`src/rtl/reg_file_seq_pkg.sv`:
```
// rtl/reg_file_seq_pkg.sv - shared opcodes, sequencer states and default widths
package reg_file_seq_pkg;

  localparam int DEF_DATA_W = 8;
  localparam int DEF_ADDR_W = 4;

  localparam logic [2:0] OP_ADD = 3'd0;
  localparam logic [2:0] OP_SUB = 3'd1;
  localparam logic [2:0] OP_AND = 3'd2;
  localparam logic [2:0] OP_OR  = 3'd3;
  localparam logic [2:0] OP_XOR = 3'd4;
  localparam logic [2:0] OP_SHL = 3'd5;
  localparam logic [2:0] OP_SHR = 3'd6;
  localparam logic [2:0] OP_LDI = 3'd7;

  typedef enum logic [1:0] {
    ST_IDLE  = 2'd0,
    ST_READ  = 2'd1,
    ST_EXEC  = 2'd2,
    ST_WRITE = 2'd3
  } state_t;

endpackage

```
`src/rtl/reg_file_seq_if.sv`:
```
// rtl/reg_file_seq_if.sv - instruction handshake between source and sequencer
interface reg_file_seq_if
  import reg_file_seq_pkg::*;
#(
  parameter int DATA_W = DEF_DATA_W,
  parameter int ADDR_W = DEF_ADDR_W
);

  logic              in_valid;
  logic              in_ready;
  logic [2:0]        in_op;
  logic [ADDR_W-1:0] in_rd;
  logic [ADDR_W-1:0] in_rs1;
  logic [ADDR_W-1:0] in_rs2;
  logic [DATA_W-1:0] in_imm;

  modport master (
    output in_valid, in_op, in_rd, in_rs1, in_rs2, in_imm,
    input  in_ready
  );

  modport slave (
    input  in_valid, in_op, in_rd, in_rs1, in_rs2, in_imm,
    output in_ready
  );

endinterface

```
`src/rtl/reg_file_seq_alu.sv`:
```
// rtl/reg_file_seq_alu.sv - combinational ALU: result and carry/borrow/shift-out
module reg_file_seq_alu
  import reg_file_seq_pkg::*;
#(
  parameter int DATA_W = DEF_DATA_W
) (
  input  logic [2:0]        op,
  input  logic [DATA_W-1:0] a,
  input  logic [DATA_W-1:0] b,
  input  logic [DATA_W-1:0] imm,
  output logic [DATA_W-1:0] result,
  output logic              carry
);

  always_comb begin
    result = '0;
    carry  = 1'b0;
    case (op)
      OP_ADD: {carry, result} = {1'b0, a} + {1'b0, b};
      // The extra top bit of a wide subtract is the borrow (set when a < b)
      OP_SUB: {carry, result} = {1'b0, a} - {1'b0, b};
      OP_AND: result = a & b;
      OP_OR:  result = a | b;
      OP_XOR: result = a ^ b;
      OP_SHL: {carry, result} = {a, 1'b0};
      OP_SHR: {result, carry} = {1'b0, a};
      default: result = imm;
    endcase
  end

endmodule

```
`src/rtl/reg_file_seq.sv`:
```
// rtl/reg_file_seq.sv - IDLE/READ/EXEC/WRITE sequencer that owns the register file ports
module reg_file_seq
  import reg_file_seq_pkg::*;
#(
  parameter int DATA_W = DEF_DATA_W,
  parameter int ADDR_W = DEF_ADDR_W
) (
  input  logic              clk,
  input  logic              rst,
  reg_file_seq_if.slave     inst,
  output logic [ADDR_W-1:0] rf_raddr1,
  output logic [ADDR_W-1:0] rf_raddr2,
  input  logic [DATA_W-1:0] rf_rdata1,
  input  logic [DATA_W-1:0] rf_rdata2,
  output logic              rf_we,
  output logic [ADDR_W-1:0] rf_waddr,
  output logic [DATA_W-1:0] rf_wdata,
  output logic              done,
  output logic              flag_z,
  output logic              flag_c
);

  state_t            state;
  logic              ready_q;
  logic [2:0]        op_q;
  logic [ADDR_W-1:0] rd_q;
  logic [DATA_W-1:0] imm_q;
  logic [DATA_W-1:0] a_q;
  logic [DATA_W-1:0] b_q;
  logic              c_q;
  logic [DATA_W-1:0] alu_res;
  logic              alu_c;

  assign inst.in_ready = ready_q;

  reg_file_seq_alu #(.DATA_W(DATA_W)) u_alu (
    .op     (op_q),
    .a      (a_q),
    .b      (b_q),
    .imm    (imm_q),
    .result (alu_res),
    .carry  (alu_c)
  );

  // The read addresses double as the latched rs1/rs2, so they are stable for all of READ
  always_ff @(posedge clk or posedge rst) begin
    if (rst) begin
      state     <= ST_IDLE;
      ready_q   <= 1'b1;
      op_q      <= '0;
      rd_q      <= '0;
      imm_q     <= '0;
      a_q       <= '0;
      b_q       <= '0;
      c_q       <= 1'b0;
      rf_raddr1 <= '0;
      rf_raddr2 <= '0;
      rf_we     <= 1'b0;
      rf_waddr  <= '0;
      rf_wdata  <= '0;
      done      <= 1'b0;
      flag_z    <= 1'b0;
      flag_c    <= 1'b0;
    end else begin
      rf_we <= 1'b0;
      done  <= 1'b0;
      case (state)
        ST_IDLE: begin
          if (inst.in_valid) begin
            op_q      <= inst.in_op;
            rd_q      <= inst.in_rd;
            imm_q     <= inst.in_imm;
            rf_raddr1 <= inst.in_rs1;
            rf_raddr2 <= inst.in_rs2;
            ready_q   <= 1'b0;
            state     <= ST_READ;
          end
        end
        ST_READ: begin
          a_q   <= rf_rdata1;
          b_q   <= rf_rdata2;
          state <= ST_EXEC;
        end
        ST_EXEC: begin
          rf_wdata <= alu_res;
          c_q      <= alu_c;
          rf_waddr <= rd_q;
          rf_we    <= 1'b1;
          done     <= 1'b1;
          state    <= ST_WRITE;
        end
        default: begin
          flag_z  <= (rf_wdata == '0);
          flag_c  <= c_q;
          ready_q <= 1'b1;
          state   <= ST_IDLE;
        end
      endcase
    end
  end

endmodule

```
`src/flat_wrapper.sv`:
```
// flat-port wrapper written by rule: the top's interface ports become plain ports
module reg_file_seq_flat import reg_file_seq_pkg::*;
#(
  parameter int DATA_W = DEF_DATA_W,
  parameter int ADDR_W = DEF_ADDR_W
)
  (clk, rst, rf_raddr1, rf_raddr2, rf_rdata1, rf_rdata2, rf_we, rf_waddr, rf_wdata, done, flag_z, flag_c, inst_in_valid, inst_in_op, inst_in_rd, inst_in_rs1, inst_in_rs2, inst_in_imm, inst_in_ready);
  reg_file_seq_if #(.DATA_W(DATA_W), .ADDR_W(ADDR_W)) inst_i ();
  input  logic clk;
  input  logic rst;
  output logic [ADDR_W-1:0] rf_raddr1;
  output logic [ADDR_W-1:0] rf_raddr2;
  input  logic [DATA_W-1:0] rf_rdata1;
  input  logic [DATA_W-1:0] rf_rdata2;
  output logic rf_we;
  output logic [ADDR_W-1:0] rf_waddr;
  output logic [DATA_W-1:0] rf_wdata;
  output logic done;
  output logic flag_z;
  output logic flag_c;
  input wire logic [$bits(inst_i.in_valid)-1:0] inst_in_valid;
  input wire logic [$bits(inst_i.in_op)-1:0] inst_in_op;
  input wire logic [$bits(inst_i.in_rd)-1:0] inst_in_rd;
  input wire logic [$bits(inst_i.in_rs1)-1:0] inst_in_rs1;
  input wire logic [$bits(inst_i.in_rs2)-1:0] inst_in_rs2;
  input wire logic [$bits(inst_i.in_imm)-1:0] inst_in_imm;
  output wire logic [$bits(inst_i.in_ready)-1:0] inst_in_ready;
  assign inst_i.in_valid = inst_in_valid;
  assign inst_i.in_op = inst_in_op;
  assign inst_i.in_rd = inst_in_rd;
  assign inst_i.in_rs1 = inst_in_rs1;
  assign inst_i.in_rs2 = inst_in_rs2;
  assign inst_i.in_imm = inst_in_imm;
  assign inst_in_ready = inst_i.in_ready;
  reg_file_seq #(.DATA_W(DATA_W), .ADDR_W(ADDR_W)) u_core (.clk(clk), .rst(rst), .inst(inst_i), .rf_raddr1(rf_raddr1), .rf_raddr2(rf_raddr2), .rf_rdata1(rf_rdata1), .rf_rdata2(rf_rdata2), .rf_we(rf_we), .rf_waddr(rf_waddr), .rf_wdata(rf_wdata), .done(done), .flag_z(flag_z), .flag_c(flag_c));
endmodule
```
`config.mk`:
```
export PLATFORM = sky130hd
export DESIGN_NAME = reg_file_seq_flat
export DESIGN_NICKNAME = d
export VERILOG_FILES = /design/src/rtl/reg_file_seq_pkg.sv /design/src/rtl/reg_file_seq_if.sv /design/src/rtl/reg_file_seq_alu.sv /design/src/rtl/reg_file_seq.sv /design/src/flat_wrapper.sv
export SDC_FILE = /design/constraint.sdc
export NUM_CORES = 1
export LEC_CHECK = 0
export CORE_MARGIN = 2
export CORE_UTILIZATION = 45
export CTS_CLUSTER_SIZE = 14
export DETAILED_ROUTE_END_ITERATION = 10
export GPL_TIMING_DRIVEN = 0
export PLACE_DENSITY = 0.67
export SLEW_MARGIN = 20
export SYNTH_ARGS = -nofsm -noshare
export SYNTH_HDL_FRONTEND = slang
export SYNTH_SLANG_ARGS = --single-unit
```
`constraint.sdc`:
```
create_clock -name clk -period 2.47 [get_ports clk]
set_input_delay 0.247 -clock clk [delete_from_list [all_inputs] [get_ports clk]]
set_output_delay 0.247 -clock clk [all_outputs]
set_load 0.05 [all_outputs]
```
# == Word-level counts from Yosys, hierarchy flattened ==
# Index checks and enable logic that the tools add are counted.
# word_totals
register_bits,58
wordCells,44
# classes
eq_ne,9
bitwise_logic,4
n_mux,7
n_reduce_logical,7
add_sub_neg,2
# ops
operator,count
$pmux W8 S7,1
$add A8 B8 Y9,1
$eq A3 B3 Y1 const B,3
$sub A8 B8 Y9,1
$and A8 B8 Y8,1
$logic_not A8 Y1,1
$or A8 B8 Y8,1
$xor A8 B8 Y8,1
$eq A3 B2 Y1 const B,2
$pmux W2 S3,1
$pmux W1 S4,1
$reduce_and A2 Y1,2
$eq A3 B1 Y1 const B,1
$logic_not A3 Y1,1
$reduce_or A3 Y1,1
$eq A2 B1 Y1 const B,1
$eq A2 B2 Y1 const B,1
$logic_not A2 Y1,1
$mux W1,2
$mux W2,1
$ne A2 B2 Y1 const B,1
$pmux W1 S2,1
$reduce_or A2 Y1,1
$not A1 Y1,1

# == Depth between registers and ports, before layout ==
# Gate-level depths: netlist of the first run.
# depth
depth_word,4
depth_mapped,9

# == By module ==
# A second synthesis of the first run with hierarchy kept.
# unflattened
hier_cells,347
area_unflattened_um2,3817.4
# by_module_without_submodules
module,cells_per_inst,n_inst,area_per_inst_um2
reg_file_seq,138,1,2326.0
reg_file_seq_alu,209,1,1491.4

# == Worst setup path after synthesis of the first run ==
# No wires, ideal clock.
# synth_path
path_type,reg-to-reg
from,reg u_core.a_q[1]
to,reg u_core.rf_wdata[7]
arrival_ns,1.890
n_path_buf,0
required_time_ns,2.346
stages_incl_launch_ff,9
period_less_slack_ns,2.014
setup_slack_ns,0.456
setup_ns,0.124
cell_sequence,dfrtp_1 -> inv_1 -> ha_1 -> a21o_1 -> nand4_1 -> nand2_1 -> a311o_1 -> xor2_1 -> a211o_1
# synth_between
elab_chain_cells,2
# synth_rtl
item,line_no,source
"start, declared",reg_file_seq.sv:28,logic [DATA_W-1:0] a_q;
"start signal, assigned",reg_file_seq.sv:80,a_q <= rf_rdata1;
$sub A8 B8 Y9 or $add A8 B8 Y9 (tied branches),"reg_file_seq_alu.sv:21, reg_file_seq_alu.sv:19",
$pmux W8 S7 *,reg_file_seq_alu.sv:18,case (op)
"end signal, assigned",reg_file_seq.sv:85,rf_wdata <= alu_res;
"end, declared",reg_file_seq.sv:17,"output logic [DATA_W-1:0] rf_wdata,"
# Mark *: on every way between the ends. The rest lies on a longest branch, timed or not.
# A chain may end at the register's enable or synchronous reset.

# == Final worst setup path of the first run ==
# layout_path
from,reg u_core.a_q[0]
to,reg u_core.rf_wdata[6]
# Same word-level chain as after synthesis.

==> results of run 1 <==
## routing by layer
layer | part of all wire [%] | GRT usage, %
met5 | 0 | 0
met4 | 1.7 | 8.58
met3 | 5.4 | 3.37
met2 | 46 | 33.7
met1 | 47 | 29.6
## final timing paths
path	slack, ns	from	end
max in group asynchronous	1.61	rst	u_core.imm_q[5]
worst max-delay path	0.20	u_core.a_q[0]	u_core.rf_wdata[6]
worst max register to register	0.20	u_core.a_q[0]	u_core.rf_wdata[6]
min in group clk	0.47	rf_rdata1[2]	u_core.a_q[2]
worst min register to register	0.50	u_core.rd_q[2]	u_core.rf_waddr[2]
worst min-delay path	0.39	rst	u_core.imm_q[6]
## state kept, by name (all words and copies together) (netlist names)
signal                flops
u_core.c_q                1
u_core.rf_raddr2          4
u_core.rd_q               4
u_core.flag_z             1
u_core.inst.in_ready      1
u_core.a_q                8
u_core.rf_we              1
u_core.imm_q              8
u_core.rf_waddr           4
u_core.rf_raddr1          4
u_core.b_q                8
u_core.state              2
u_core.op_q               3
u_core.rf_wdata           8
u_core.flag_c             1
## where the power goes
group	internal [mW]	total (mW)	switching, mW	leakage (nW)
clock network	0.493	0.902	0.409	0.0945
registers	1.44	1.77	0.329	0.695
logic	1.82	4.56	2.74	1.15
total	3.75	7.23	3.48	1.94
## repair_timing
| item | in CTS | in global routing |
|---|---|---|
| resized for setup | 0 | 2 |
| setup endpoints to repair | 0 | 1 |
| hold buffers | 0 | 0 |
## cells by family (layout without fill, tap and decap cells)
logic type,after synthesis,in the layout,share of synthesized area [%]
DFF,58,58,41.7
muxes,37,37,11.8
buffers and inverters,50,132,6.07
xor gates and xnor gates,8,8,2.01
adders and majority gates,30,30,11.2
and+or+nand+nor,78,78,10.2
AOI/OAI and AO/OA,99,99,17.0
## final cells by class
class / instances / share of cell area [%]
plain buffers: 20 / 2.20
clock inverters: 6 / 1.48
well taps: 102 / 2.85
multi-input cells: 252 / 40.7
clock buffers: 10 / 3.07
repair buffers: 66 / 14.7
inverters: 30 / 2.57
flip-flops and latches: 58 / 32.4
## synthesized netlist by cell type (3+ instances only)
| cell type | number | area [sq um] |
|---|---|---|
| nor4_1 | 4 | 25.0 |
| nand2b_1 | 3 | 18.8 |
| dfrtp_1 | 57 | 1430 |
| clkbuf_1 | 6 | 22.5 |
| ha_1 | 28 | 350 |
| buf_1 | 4 | 15.0 |
| o21bai_1 | 3 | 22.5 |
| o221ai_1 | 4 | 35.0 |
| nor3_1 | 3 | 15.0 |
| nand2_1 | 31 | 116 |
| a21oi_1 | 24 | 120 |
| mux2i_1 | 4 | 40.0 |
| buf_2 | 7 | 35.0 |
| xor2_1 | 3 | 26.3 |
| o21ai_0 | 41 | 205 |
| nor2b_1 | 6 | 37.5 |
| a211o_1 | 3 | 26.3 |
| o22ai_1 | 3 | 18.8 |
| mux2_2 | 33 | 372 |
| a21o_1 | 3 | 22.5 |
| nor2_1 | 21 | 78.8 |
| xnor2_1 | 5 | 43.8 |
| inv_1 | 30 | 113 |
## per-stage QoR
stage / area [sq um] / util (%) / hold WS [ns] / setup slack (ns) / TNS, ns
3_5_place_dp: 4280 / 56.2 / 0.494 / 0.158 / 0
3_3_place_gp: 4270 / 56.2 / 0.481 / -0.268 / -15.11
4_1_cts: 4480 / 58.9 / 0.415 / 0.136 / 0
6_report: 4490 / 59.0 / 0.394 / 0.198 / 0
5_1_grt: 4490 / 59.0 / 0.459 / 0.0333 / 0
2_1_floorplan: 3480 / - / 0.364 / 0.456 / 0
## worst reg2reg max path: stages (launching register included)
cell and delay, ns:
dfrtp_1 0.40, inv_1 0.13, ha_1 0.19, inv_1 0.06
fa_1 0.38, a21oi_1 0.28, o21ai_1 0.15, a22oi_1 0.24
xnor2_1 0.16, o221ai_1 0.14
==> flow_metrics.env, run 1 <==
export IMPL_vias=2896
export IMPL_wirelength_mm=8.59
export IMPL_layout_commonest_cell="clkdlybuf4s50_1"
export IMPL_layout_common_cells="clkdlybuf4s50_1 (66), dfrtp_1 (57), o21ai_0 (41)"
export IMPL_worst_setup_path_type="register to register"
export IMPL_worstSetupEndpointType="register"
export IMPL_die_area_sq_um=8460
export IMPL_relSlewSlack_pct=52.2
export IMPL_core_area_sq_um=7610
export IMPL_report_final_slew_viol_count=0
export IMPL_ys_seq_area_share_pct=41.7
export IMPL_io_pins=67
export IMPL_dpl_cell_count=528
export IMPL_fillers=697
export IMPL_clk_pin_slew_worst_paths_ns=0.08
export IMPL_ir_drop_v=0.000962
export IMPL_rr_worst_depth=9
export IMPL_maxCapViolCount=0
export IMPL_die_height_um=92.0
export IMPL_clk_latency_ns=0.34
export IMPL_cp_start_kind="register"
export IMPL_critical_path_depth=9
export IMPL_cts_root_buf="clkbuf_8"
export IMPL_setup_violations=0
export IMPL_layout_cells_non_filler=544
export IMPL_grt_max_degree=59
export IMPL_cp_common_cell="inv_1"
export IMPL_regArea_sq_um=1450
export IMPL_worst_ep_arrival_time_ns=2.46
export IMPL_status="completed"
export IMPL_crit_required_ns=2.66
export IMPL_max_stage_delay_ns=0.40
export IMPL_post_route_period_util_pct=92.0
export IMPL_grt_overflow=0
export IMPL_area_delta_synth_final_pct=28.7
export IMPL_synthCells=360
export IMPL_fin_crit_ns=2.27
export IMPL_cts_buffers=9
export IMPL_h_tree_depth=3
export IMPL_synth_nets=432
export IMPL_yosysWarnings=0
export IMPL_synthesis_area_sq_um=3480
export IMPL_drt_iter0_drc=149
export IMPL_grtUsageTotal_pct=21.4
export IMPL_slowest_stage="dfrtp_1"
export IMPL_synth_avg_cell_area_sq_um=9.68
export IMPL_critPathMaxFanout=4
export IMPL_place_gp_congestion=0.939
export IMPL_grt_antenna_before_repair=0
export IMPL_grt_pass1_vias=2939
export IMPL_clock_sinks=58
export IMPL_drtAntennaViolNets=0
export IMPL_worst_slew_pin_slew_ns=0.716
export IMPL_max_freq_mhz=440
export IMPL_synth_cell_type_count=47
export IMPL_finalPower_mw=7.23
export IMPL_fin_skew_ns=0.00982
export IMPL_fp_dieW_um=92.0
export IMPL_drive_above_1_share_pct=14.3
export IMPL_crit_buf_inv=2
export IMPL_n_antenna_cell=0
export IMPL_post_cts_buffers=0
export IMPL_post_dp_hpwl_mm=6.44
export IMPL_crit_family="compound AO/OA/AOI/OAI gates"
export IMPL_fp_row_count=32
export IMPL_finalHoldViolCount=0
export IMPL_numPortBuffers=66
export IMPL_firstDrtPassIters=4
export IMPL_worst_hold_path_type="input port to asynchronous set/reset pin"
export IMPL_powerDensity_nw_per_um2=1610
export IMPL_async_flop_share_pct=100
export IMPL_wire_per_inst_um=15.8
export IMPL_synth_main_ff_cell="dfrtp_1"
export IMPL_p_leak_nw=1.94
export IMPL_path_cells="inv_1 -> ha_1 -> inv_1 -> fa_1 -> a21oi_1 -> o21ai_1 -> a22oi_1 -> xnor2_1 -> o221ai_1"
export IMPL_synth_seq_cells=58
export IMPL_grt_pass1_wl_mm=14.2
export IMPL_cts_buffer_depth=2
export IMPL_initial_utilization_pct=45.8
export IMPL_drc_errors=0
export IMPL_cts_tree="built"
export IMPL_synth_edf_count=0
export IMPL_nets=509
export IMPL_rsz0062_at_grt="no"
export IMPL_viasPerCell=5.32
export IMPL_multiInputGateArea_sq_um=1830
Note: power is estimated with default switching activity, not from simulation.
==> inputs of run 2 (changes only) <==
Settings changed: CORE_UTILIZATION 45 to 46, PLACE_DENSITY 0.67 to 0.68, SETUP_SLACK_MARGIN set to 0.2.
==> flow_metrics.env, run 2 (synthesized netlist as in run 1, its figures left out) <==
export IMPL_status="completed"
export IMPL_post_dp_hpwl_mm=6.79
export IMPL_n_antenna_cell=0
export IMPL_cts_tree="built"
export IMPL_max_freq_mhz=464
export IMPL_core_area_sq_um=7290
export IMPL_crit_buf_inv=2
export IMPL_worst_hold_path_type="input port to asynchronous set/reset pin"
export IMPL_setup_violations=0
export IMPL_worst_slew_pin_slew_ns=0.720
export IMPL_clk_latency_ns=0.34
export IMPL_wire_per_inst_um=16.5
export IMPL_h_tree_depth=3
export IMPL_grt_antenna_before_repair=0
export IMPL_die_height_um=91.0
export IMPL_place_ws_ns=0.175
export IMPL_drt_iter0_drc=153
export IMPL_grt_max_degree=59
export IMPL_fp_row_count=31
export IMPL_crit_family="simple AND/OR/NAND/NOR gates"
export IMPL_grt_overflow=0
export IMPL_vias=2939
export IMPL_firstDrtPassIters=4
export IMPL_clock_sinks=58
export IMPL_numPortBuffers=66
export IMPL_hold_ws_ns=0.385
export IMPL_finalHoldViolCount=0
export IMPL_io_pins=67
export IMPL_critPathMaxFanout=10
export IMPL_cts_root_buf="clkbuf_8"
export IMPL_cts_buffer_depth=2
export IMPL_grt_pass1_wl_mm=15.2
export IMPL_rsz0062_at_grt="yes"
export IMPL_path_cells="inv_1 -> ha_1 -> buf_4 -> or3_1 -> o21ai_2 -> mux2i_1 -> nor3_1 -> a211o_1"
export IMPL_relSlewSlack_pct=52.0
export IMPL_clk_pin_slew_worst_paths_ns=0.07
export IMPL_cp_start_kind="register"
export IMPL_fin_crit_ns=2.16
export IMPL_initial_utilization_pct=47.8
export IMPL_postLayoutSetupSlackWorst_ns=0.314
export IMPL_die_area_sq_um=8290
export IMPL_drc_errors=0
export IMPL_viasPerCell=5.40
export IMPL_maxCapViolCount=0
export IMPL_report_final_slew_viol_count=0
export IMPL_drtAntennaViolNets=0
export IMPL_ctsHoldBuffers=0
export IMPL_slowest_stage="or3_1"
export IMPL_finish_utilization_pct=61.8
export IMPL_place_gp_congestion=0.899
export IMPL_max_stage_delay_ns=0.39
export IMPL_worst_ep_arrival_time_ns=2.39
export IMPL_nets=512
export IMPL_post_route_period_util_pct=87.3
export IMPL_grtUsageTotal_pct=23.3
export IMPL_crit_required_ns=2.70
export IMPL_worstSetupEndpointType="register"
export IMPL_wirelength_mm=8.98
export IMPL_drive_above_1_share_pct=17.5
export IMPL_worst_setup_path_type="register to register"
export IMPL_fp_dieW_um=91.0
export IMPL_layout_common_cells="clkdlybuf4s50_1 (66), dfrtp_1 (55), o21ai_0 (41)"
export IMPL_grt_pass1_vias=3104
export IMPL_area_delta_synth_final_pct=29.3
export IMPL_layout_commonest_cell="clkdlybuf4s50_1"
export IMPL_cts_buffers=9
export IMPL_fin_skew_ns=0.00621
==> run 2: cell types whose count changed in the layout (fill, tap and decap cells not counted), moves of 2 or more <==
cell and change:
inv_1 -4, buf_4 +3, dfrtp_2 +2, inv_2 +4, dfrtp_1 -2, clkinv_2 +2
==> run 2: worst paths after layout <==
kind / from / endpoint / slack, ns / depth (start not counted)
min reg2reg: u_core.inst.in_ready / u_core.inst.in_ready / 0.50 / 2
min: rst / u_core.flag_c / 0.38 / 2
max: u_core.b_q[4] / u_core.rf_wdata[7] / 0.31 / 8
max in group asynchronous: rst / u_core.a_q[1] / 1.58 / 2
min in group clk: rf_rdata1[3] / u_core.a_q[3] / 0.46 / 3
max reg2reg: u_core.b_q[4] / u_core.rf_wdata[7] / 0.31 / 8
==> run 2: what timing repair did <==
item | 4_1_cts | 5_1_grt
endpoints found under the setup margin | 4 | 7
pin swaps | 0 | 4
resized for setup | 3 | 12
buffers inserted | 0 | 3
==> run 2: layer usage <==
metal	vias to the layer above	GRT usage, %	share of wire [%]	routed length, um
li1	1409	-	-	-
met1	1434	28.9	43	3860
met2	78	39.5	50	4520
met3	18	6.06	4.7	422
met4	0	7.83	2.0	176
met5	-	0	0	0
==> run 2: per-stage QoR <==
| step | TNS (ns) | instance area, sq um | std cells |
|---|---|---|---|
| detailed placement | 0 | 4270 | 525 |
| CTS | 0 | 4450 | 541 |
| finish | 0 | 4500 | 544 |
| global placement | -15.54 | 4270 | 525 |
| global route | 0 | 4500 | 544 |
| floorplan | 0 | 3480 | 360 |
==> run 2: final cells by class <==
cell class | instances | area [sq um]
well taps | 99 | 124
clock inverters | 5 | 30.0
repair buffers | 69 | 683
inverters | 30 | 115
fillers | 671 | 2790
clock buffers | 11 | 141
multi-input cells | 252 | 1860
flip-flops and latches | 58 | 1460
plain buffers | 20 | 100
==> run 2: worst register-to-register path: stages (launching register included) <==
cell and delay, ns:
dfrtp_1 0.38, inv_1 0.09, ha_1 0.31, buf_4 0.18, or3_1 0.39, o21ai_2 0.18, mux2i_1 0.20, nor3_1 0.06
a211o_1 0.27
Power of run 2 is not shown: default switching activity piles up to over one toggle a cycle in this logic, so the estimate is an artifact.
==> inputs of run 3 (changes only) <==
Settings changed: CTS_CLUSTER_SIZE 14 to not set.
==> results of run 3 <==
The final DEF is identical to that of run 2; final timing and power are the same.
Power of run 3 is left out for the same reason.
